===== config.mk =====
export PLATFORM = sky130hd
export DESIGN_NAME = uart_tx_arbiter
export DESIGN_NICKNAME = d
export VERILOG_FILES = /design/src/rtl/uart_tx_arbiter.sv
export SDC_FILE = /design/constraint.sdc
export NUM_CORES = 1
export LEC_CHECK = 0
export ABC_CLOCK_PERIOD_IN_PS = 1900
export BUFFER_PORTS_ARGS = -buffer_cell sky130_fd_sc_hd__buf_2
export CAP_MARGIN = 0
export CORE_MARGIN = 2
export CORE_UTILIZATION = 53
export CTS_BUF_LIST = sky130_fd_sc_hd__clkbuf_4
export DETAILED_ROUTE_END_ITERATION = 8
export HOLD_SLACK_MARGIN = 0.1
export PLACE_DENSITY = 0.82
export SLEW_MARGIN = 40
export SYNTH_ARGS = -nofsm -noshare
export SYNTH_HDL_FRONTEND = slang
export SYNTH_SLANG_ARGS = --single-unit

===== constraint.sdc =====
create_clock -name clk -period 1.9 [get_ports clk]
set_input_delay 0.19 -clock clk [delete_from_list [all_inputs] [get_ports clk]]
set_output_delay 0.19 -clock clk [all_outputs]
set_load 0.01 [all_outputs]

===== src/rtl/uart_tx_arbiter.sv =====
// uart_tx_arbiter
//   Shares one UART transmitter between two byte-stream requesters. Ownership
//   is held for a whole packet (up to and including the byte marked last),
//   with round-robin priority between packets and an idle timeout that
//   reclaims the transmitter if the owner or the transmitter stalls.
//
// Ports
//   clk, rst_n              system clock, async active-low reset
//   reqN_valid/data/last    requester N byte offer and end-of-packet marker
//   reqN_ready              accept strobe to requester N (combinational)
//   tx_data, tx_start       byte and one-cycle start pulse to the transmitter
//   tx_busy                 transmitter busy flag
//   grant                   one-hot owner marker (01 = req0, 10 = req1)
//   timeout_err             one-cycle pulse when a packet is aborted on timeout
//   busy                    high whenever the FSM is not idle
//
// state      | meaning
// -----------+-------------------------------------------------------------
// IDLE       | no owner; arbitrate among valid requesters
// LOAD       | owner granted; waiting to accept its next byte
// START      | byte latched; tx_start asserted for this one cycle
// WAIT_BUSY  | waiting for the transmitter to raise tx_busy
// WAIT_DONE  | waiting for tx_busy to fall; then next byte or release

module uart_tx_arbiter #(
   parameter int unsigned TIMEOUT_CYCLES = 2700000
) (
   input  logic       clk,
   input  logic       rst_n,
   input  logic       req0_valid,
   input  logic [7:0] req0_data,
   input  logic       req0_last,
   output logic       req0_ready,
   input  logic       req1_valid,
   input  logic [7:0] req1_data,
   input  logic       req1_last,
   output logic       req1_ready,
   output logic [7:0] tx_data,
   output logic       tx_start,
   input  logic       tx_busy,
   output logic [1:0] grant,
   output logic       timeout_err,
   output logic       busy
);

   typedef enum logic [2:0] {
      S_IDLE,
      S_LOAD,
      S_START,
      S_WAIT_BUSY,
      S_WAIT_DONE
   } state_t;

   localparam logic [21:0] CNT_LAST = 22'(TIMEOUT_CYCLES - 1);
   localparam logic [21:0] CNT_MAX  = '1;

   state_t      state_q;
   logic [1:0]  grant_q;
   logic        ptr_q;        // 0: req0 wins a tie, 1: req1 wins a tie
   logic [7:0]  tx_data_q;
   logic        last_q;
   logic [21:0] cnt_q;
   logic        tx_start_q;
   logic        timeout_err_q;
   logic        busy_q;

   logic [1:0]  win_d;
   logic        accept_d;
   logic [7:0]  acc_data_d;
   logic        acc_last_d;
   logic        cnt_hit_d;
   logic [21:0] cnt_d;

   always_comb begin
      win_d = 2'b00;
      if (req0_valid && req1_valid) begin
         win_d = ptr_q ? 2'b10 : 2'b01;
      end else if (req0_valid) begin
         win_d = 2'b01;
      end else if (req1_valid) begin
         win_d = 2'b10;
      end
   end

   assign req0_ready = (state_q == S_LOAD) && grant_q[0] && req0_valid;
   assign req1_ready = (state_q == S_LOAD) && grant_q[1] && req1_valid;
   assign accept_d   = req0_ready || req1_ready;
   assign acc_data_d = grant_q[1] ? req1_data : req0_data;
   assign acc_last_d = grant_q[1] ? req1_last : req0_last;

   // Saturating increment: the counter must never wrap back to zero.
   assign cnt_hit_d  = (cnt_q == CNT_LAST);
   assign cnt_d      = (cnt_q == CNT_MAX) ? cnt_q : cnt_q + 22'd1;

   always_ff @(posedge clk or negedge rst_n) begin
      if (!rst_n) begin
         state_q       <= S_IDLE;
         grant_q       <= 2'b00;
         ptr_q         <= 1'b0;
         tx_data_q     <= 8'h00;
         last_q        <= 1'b0;
         cnt_q         <= '0;
         tx_start_q    <= 1'b0;
         timeout_err_q <= 1'b0;
         busy_q        <= 1'b0;
      end else begin
         tx_start_q    <= 1'b0;
         timeout_err_q <= 1'b0;
         case (state_q)
            S_IDLE: begin
               cnt_q <= '0;
               if (win_d != 2'b00) begin
                  grant_q <= win_d;
                  state_q <= S_LOAD;
                  busy_q  <= 1'b1;
               end
            end
            S_LOAD: begin
               if (accept_d) begin
                  tx_data_q  <= acc_data_d;
                  last_q     <= acc_last_d;
                  tx_start_q <= 1'b1;
                  cnt_q      <= '0;
                  state_q    <= S_START;
               end else if (cnt_hit_d) begin
                  // Abort: the pointer moves to the side that did not own.
                  timeout_err_q <= 1'b1;
                  ptr_q         <= grant_q[0];
                  grant_q       <= 2'b00;
                  busy_q        <= 1'b0;
                  cnt_q         <= '0;
                  state_q       <= S_IDLE;
               end else begin
                  cnt_q <= cnt_d;
               end
            end
            S_START: begin
               cnt_q   <= '0;
               state_q <= S_WAIT_BUSY;
            end
            S_WAIT_BUSY: begin
               if (tx_busy) begin
                  cnt_q   <= '0;
                  state_q <= S_WAIT_DONE;
               end else if (cnt_hit_d) begin
                  timeout_err_q <= 1'b1;
                  ptr_q         <= grant_q[0];
                  grant_q       <= 2'b00;
                  busy_q        <= 1'b0;
                  cnt_q         <= '0;
                  state_q       <= S_IDLE;
               end else begin
                  cnt_q <= cnt_d;
               end
            end
            S_WAIT_DONE: begin
               cnt_q <= '0;
               if (!tx_busy) begin
                  if (last_q) begin
                     ptr_q   <= grant_q[0];
                     grant_q <= 2'b00;
                     busy_q  <= 1'b0;
                     state_q <= S_IDLE;
                  end else begin
                     state_q <= S_LOAD;
                  end
               end
            end
            default: begin
               grant_q <= 2'b00;
               busy_q  <= 1'b0;
               cnt_q   <= '0;
               state_q <= S_IDLE;
            end
         endcase
      end
   end

   assign tx_data     = tx_data_q;
   assign tx_start    = tx_start_q;
   assign grant       = grant_q;
   assign timeout_err = timeout_err_q;
   assign busy        = busy_q;

endmodule


# Word-level counts from Yosys, hierarchy flattened

Index checks and enable logic that the tools add are counted.

Register bits after elaboration: 40
Logic and storage cells: 79
Bits of input ports: 23

Bitwise gates (word level): 1
Mux-type cells: 44
Reduce and logical (&&, ||, !) cells: 13
Add/sub/neg operators: 1
Equality and inequality tests: 11

Operator list:

| kind                                          | number |
|---|---|
| 2-to-1 mux 22 bit                             | 4 |
| == test 22 bit, second input constant         | 2 |
| case mux 22 bit (2 select lines)              | 1 |
| adder 22 x 1 -> 22 bit, second input constant | 1 |
| 2-to-1 mux 2 bit                              | 10 |
| 2-to-1 mux 1 bit                              | 18 |
| 2-to-1 mux 3 bit                              | 5 |
| case mux 3 bit (5 select lines)               | 1 |
| != test 2 bit, second input constant          | 5 |
| case mux 2 bit (5 select lines)               | 1 |
| 2-to-1 mux 8 bit                              | 1 |
| == test 3 x 2 -> 1 bit, second input constant | 2 |
| AND reduction 6 bit                           | 1 |
| logical AND 1 bit                             | 5 |
| case mux 1 bit (5 select lines)               | 1 |
| AND reduction 5 bit                           | 1 |
| AND reduction 2 bit                           | 2 |
| == test 3 x 1 -> 1 bit, second input constant | 1 |
| == test 3 bit, second input constant          | 1 |
| logical NOT 3 bit                             | 1 |
| case mux 1 bit (3 select lines)               | 1 |
| nonzero test 3 bit                            | 1 |
| case mux 1 bit (2 select lines)               | 1 |
| nonzero test 2 bit                            | 1 |
| 2 further kinds                               | 2 |

# Longest topological paths before layout

Word-level depth: 6
Depth in mapped cells: 7
Mapped depth without buffers: 5

# Worst setup path after synthesis

No wires, ideal clock.

Kind: reg-to-reg
Start: register cnt_q[0]
End: register state_q[0]
Slack: 0.077 ns
Arrival time: 1.696 ns
Path buffers: 2
Stages on the path, launching flop included: 8
Library setup time: 0.127 ns
Cells stage by stage: dfrtp_1 ha_1 and4_2 buf_2 nand4_1 o21ai_2 buf_2 a21oi_1

Cells in the longest elaborated chain, start to end: 4
Elaborated cells between the ends (all ways): 5
Those cells by class: eq/ne (1); mux (4)

RTL lines:

| item                                | line | RTL |
|---|---|---|
| start, declared                     | 62   | `logic [21:0] cnt_q;` |
| start signal, assigned              | 134  | `cnt_q <= cnt_d;` |
| start signal, assigned              | 153  | `cnt_q <= cnt_d;` |
| == test 22 bit (*)                  | 92   | `assign cnt_hit_d = (cnt_q == CNT_LAST);` |
| 2-to-1 mux 3 bit (*)                | -    |  |
| 2-to-1 mux 3 bit (on tied branches) | -    |  |
| case mux 3 bit (5 select lines) (*) | -    |  |
| end signal, assigned                | 97   | `state_q <= S_IDLE;` |
| end signal, assigned                | 114  | `state_q <= S_LOAD;` |
| end signal, assigned                | 124  | `state_q <= S_START;` |
| end, declared                       | 57   | `state_t state_q;` |

Every way passes the cells marked *; elsewhere a longest branch is shown, timed or not.
A chain may end at the register's enable or synchronous reset.

# Worst setup path in the final report

Start: register cnt_q[0]
End: register cnt_q[5]

Cells in the longest elaborated chain, start to end: 5
Elaborated cells between the ends (all ways): 8
Those cells by class: add/sub (1); eq/ne (2); mux (5)

RTL lines:

| item                                                     | line     | RTL |
|---|---|---|
| adder 22 x 1 -> 22 bit or == test 22 bit (tied branches) | 93       | `assign cnt_d = (cnt_q == CNT_MAX) ? cnt_q : cnt_q + 22'd1;` |
| 2-to-1 mux 22 bit                                        | 93       |  |
| 2-to-1 mux 22 bit (*)                                    | 125, 145 |  |
| 2-to-1 mux 22 bit (on tied branches)                     | 142, 119 |  |
| case mux 22 bit (2 select lines) (*)                     | 109      | `case (state_q)` |

Marks and branches as above.

==> metrics.cfg <==
[grt]
grt_usage_pct = 24.2
antenna_found_initial = 0
grt_pass1_wl_um = 9980
grt_pass1_vias = 2160
grt.overflow.total = 0
grt_max_degree = 41

[critical_path]
critPathKind = register to register
cp_max_fo = 4
crit_path_max_incr_delay_ps = 600
r2r-start = cnt_q[0]$_DFF_PN0_
r2r-end = cnt_q[5]$_DFF_PN0_
cp_cell_sequence = ha_2, nand4_1, or4_4, o21ai_2, mux2i_1
cp_data_arrival_time_ps = 2110
r2r_slack_ps = 70
slowest_stage = or4_4
start_kind = register
worstPathRequired_ps = 2190
r2r_cells = 5
cpLargestDelayFamily = simple AND/OR/NAND/NOR gates
endpoint_kind = register
cp_num_buf_inv = 0

[worst_hold_path]
holdCritPathClass = primary input to register
min_from = req0_last
min_path_cells = 3
hold_end = last_q$_DFFE_PN0P_

[final_layout]
fin_nets = 344
diodes = 0
final_common_cell = buf_2
finish.utilization_pct = 66.4
n_fill_cell = 358
drive_gt1_share_pct = 29.6
syn_to_final_growth_pct = 19.1
final_cell_mix = 37 x buf_2, 34 x dfrtp_1, 24 x buf_4

[logic_synthesis]
synthesis.area_mm2 = 0.00246
synth_top_area_cell = dfrtp_1
synth_fp_nets = 291
synth-seq-cells = 40
synth_area_leaders = dfrtp_1 41%, mux2i_1 6.1%, a21oi_1 4.7%, nand2_1 2.9%, nor2_1 2.9%
synth_edf_count = 0
postSynthAreaPerCell_um2 = 9.21
yosysUniqueCellTypes = 59
netlist.area_leader.share_pct = 40.7
yosysWarnings = 0
ys.flop_type = dfrtp_1
async_flop_share_pct = 100
synth_cells = 267
synth_seq_area_share_pct = 40.7

[drt]
dr.first_iter.drc_count = 130
vias_per_cell = 6.17
drc_errors = 0
vias = 2302
dr.pass1.iters = 4
postRouteAntennaNets = 0
routedWlPerCell_um = 15.8
routed_wirelength_um = 5890

[timing]
hold_viol = 0
slew_viol_final = 0
skew_ps = 13.8
slew_headroom_pct = 66.7
post-route-period-util_pct = 96.1
setup_viol = 0
period_minus_slack_ps = 1830
tightest_slew_ps = 499
whs_ps = 130
fmax_mhz = 548
rsz0062_at_grt = yes

[floorplan]
start_util_pct = 55.7
core_area_mm2 = 0.00441
ioPinCount = 38
die_h_um = 72.1
num_rows = 24
die-area_mm2 = 0.00520
die_x_um = 72.1

[cts]
root_buffer = clkbuf_4
cts.htree.levels = 2
clock_latency_ps = 350
clock_path_buffers = 2
cts_made_buffers = 5
cts.sink_count = 40
cts_tree = built
clkTransAtPathRegs_ps = 120
cts_setup_buffers = 0

[job]
cap_violations = 0

[place]
hpwl_um = 4410
io_buffers = 37
gp_congestion = 0.893

[pwr]
power_density_mw_per_mm2 = 1050
p_sw_share_pct = 37.6
p_leak_nw = 1.20
internal_power_mw = 1.91
clockPowerShare_pct = 18.5
seqPwrFrac_pct = 38.7
pwr-share-comb_pct = 42.8
ir_drop_mv = 0.445
p_sw_mw = 1.15

[outcome]
status = finished, final reports clean

[power groups by stage]
stage | clock (mW) | sequential, mW | combinational, mW
floorplan | 0 | 1.22 | 0.801
global placement | 0 | 1.19 | 1.27
detailed placement | 0 | 1.20 | 1.31
CTS | 0.575 | 1.18 | 1.31
global route | 0.619 | 1.22 | 1.47
finish | 0.567 | 1.19 | 1.31
[kinds of logic after synthesis]
| kind of cell | count (synthesis) | share of synthesized area (%) |
|---|---|---|
| buffers and inverters | 21 | 4.07 |
| flip-flops | 40 | 40.7 |
| AND/OR/NAND/NOR | 115 | 28.1 |
| multiplexers | 15 | 6.10 |
| adder cells (fa/ha/maj) | 1 | 0.509 |
| AO/OA/AOI/OAI | 75 | 20.5 |
[synthesized netlist by cell type (2+ instances only)]
cell       instances
mux2i_1           15
nor4_1             3
o211ai_1           8
nor2_1            19
or3_1              3
and3_1             5
and4_1             2
nand3b_1           3
a2111oi_2          2
and2_1             3
nor4bb_1           2
a22o_1             2
nand2_1           19
nand3_1            7
a211oi_1           8
a21oi_1           23
nor3b_1            4
o21bai_1           2
or4_1              2
buf_2              6
nand2b_1           6
clkbuf_2           2
clkbuf_1           6
o21ai_0            9
nor3_1            11
nor2b_1            3
a31oi_1            5
dfrtp_1           40
inv_1              4
nand4_1           11
a211o_1            2
o31ai_1            3
[how the worst max path moves through the flow]
stage	start	to	slack (ps)	cells after the start
6_report	cnt_q[0]$_DFF_PN0_	cnt_q[5]$_DFF_PN0_	70	5
5_1_grt	cnt_q[0]$_DFF_PN0_	cnt_q[5]$_DFF_PN0_	-20	5
4_1_cts	cnt_q[0]$_DFF_PN0_	cnt_q[5]$_DFF_PN0_	10	5
3_5_place_dp	cnt_q[0]$_DFF_PN0_	cnt_q[5]$_DFF_PN0_	40	5
3_3_place_gp	cnt_q[0]$_DFF_PN0_	cnt_q[5]$_DFF_PN0_	80	5
2_1_floorplan	cnt_q[0]$_DFF_PN0_	state_q[0]$_DFFE_PN0P_	80	7
[metal layers]
metal	share of wire (%)	vias up	track usage, %
li1	-	1127	-
met1	43	1101	32.9
met2	50	67	39.4
met3	5.5	7	5.14
met4	1.3	0	6.71
met5	0	-	0
[stage by stage]
stage / area [um^2] / instances / setup TNS [ps] / setup slack [ps] / power [mW]
after floorplan: 2460 / 267 / 0 / 77.3 / 2.03
after global placement: 2810 / 364 / 0 / 84.1 / 2.46
after detailed placement: 2810 / 364 / 0 / 45.0 / 2.51
after CTS: 2900 / 373 / 0 / 11.9 / 3.07
after global routing: 2930 / 373 / -19.5 / -15.9 / 3.30
final: 2930 / 373 / 0 / 73.6 / 3.07
[worst min-delay path: stages]
cell and delay, ps:
buf_2 70, mux2i_1 50, a21oi_1 130
[cell type report]
type | count | area (um^2) | share of cell area, %
Clock buffer | 6 | 45.0 | 1.54
Timing Repair Buffer | 63 | 387 | 13.2
Clock inverter | 2 | 35.0 | 1.20
Tap cell | 52 | 65.1 | 2.22
Sequential cell | 40 | 1010 | 34.4
Multi-Input combinational cell | 206 | 1380 | 46.9
Inverter | 4 | 15.0 | 0.512
[sequential cells by signal, summed over array words and instances, names as in the netlist, 2 cells and up]
name,cells
tx_data,8
cnt_q,22
state_q,3
grant,2
[repair_timing]
| action | 4_1_cts | 5_1_grt |
|---|---|---|
| hold endpoints to repair | 40 | 0 |
| resized for setup | 0 | 11 |
| setup endpoints to repair | 0 | 13 |
| hold buffers | 1 | 0 |
Note: power is estimated with default switching activity, not from simulation.
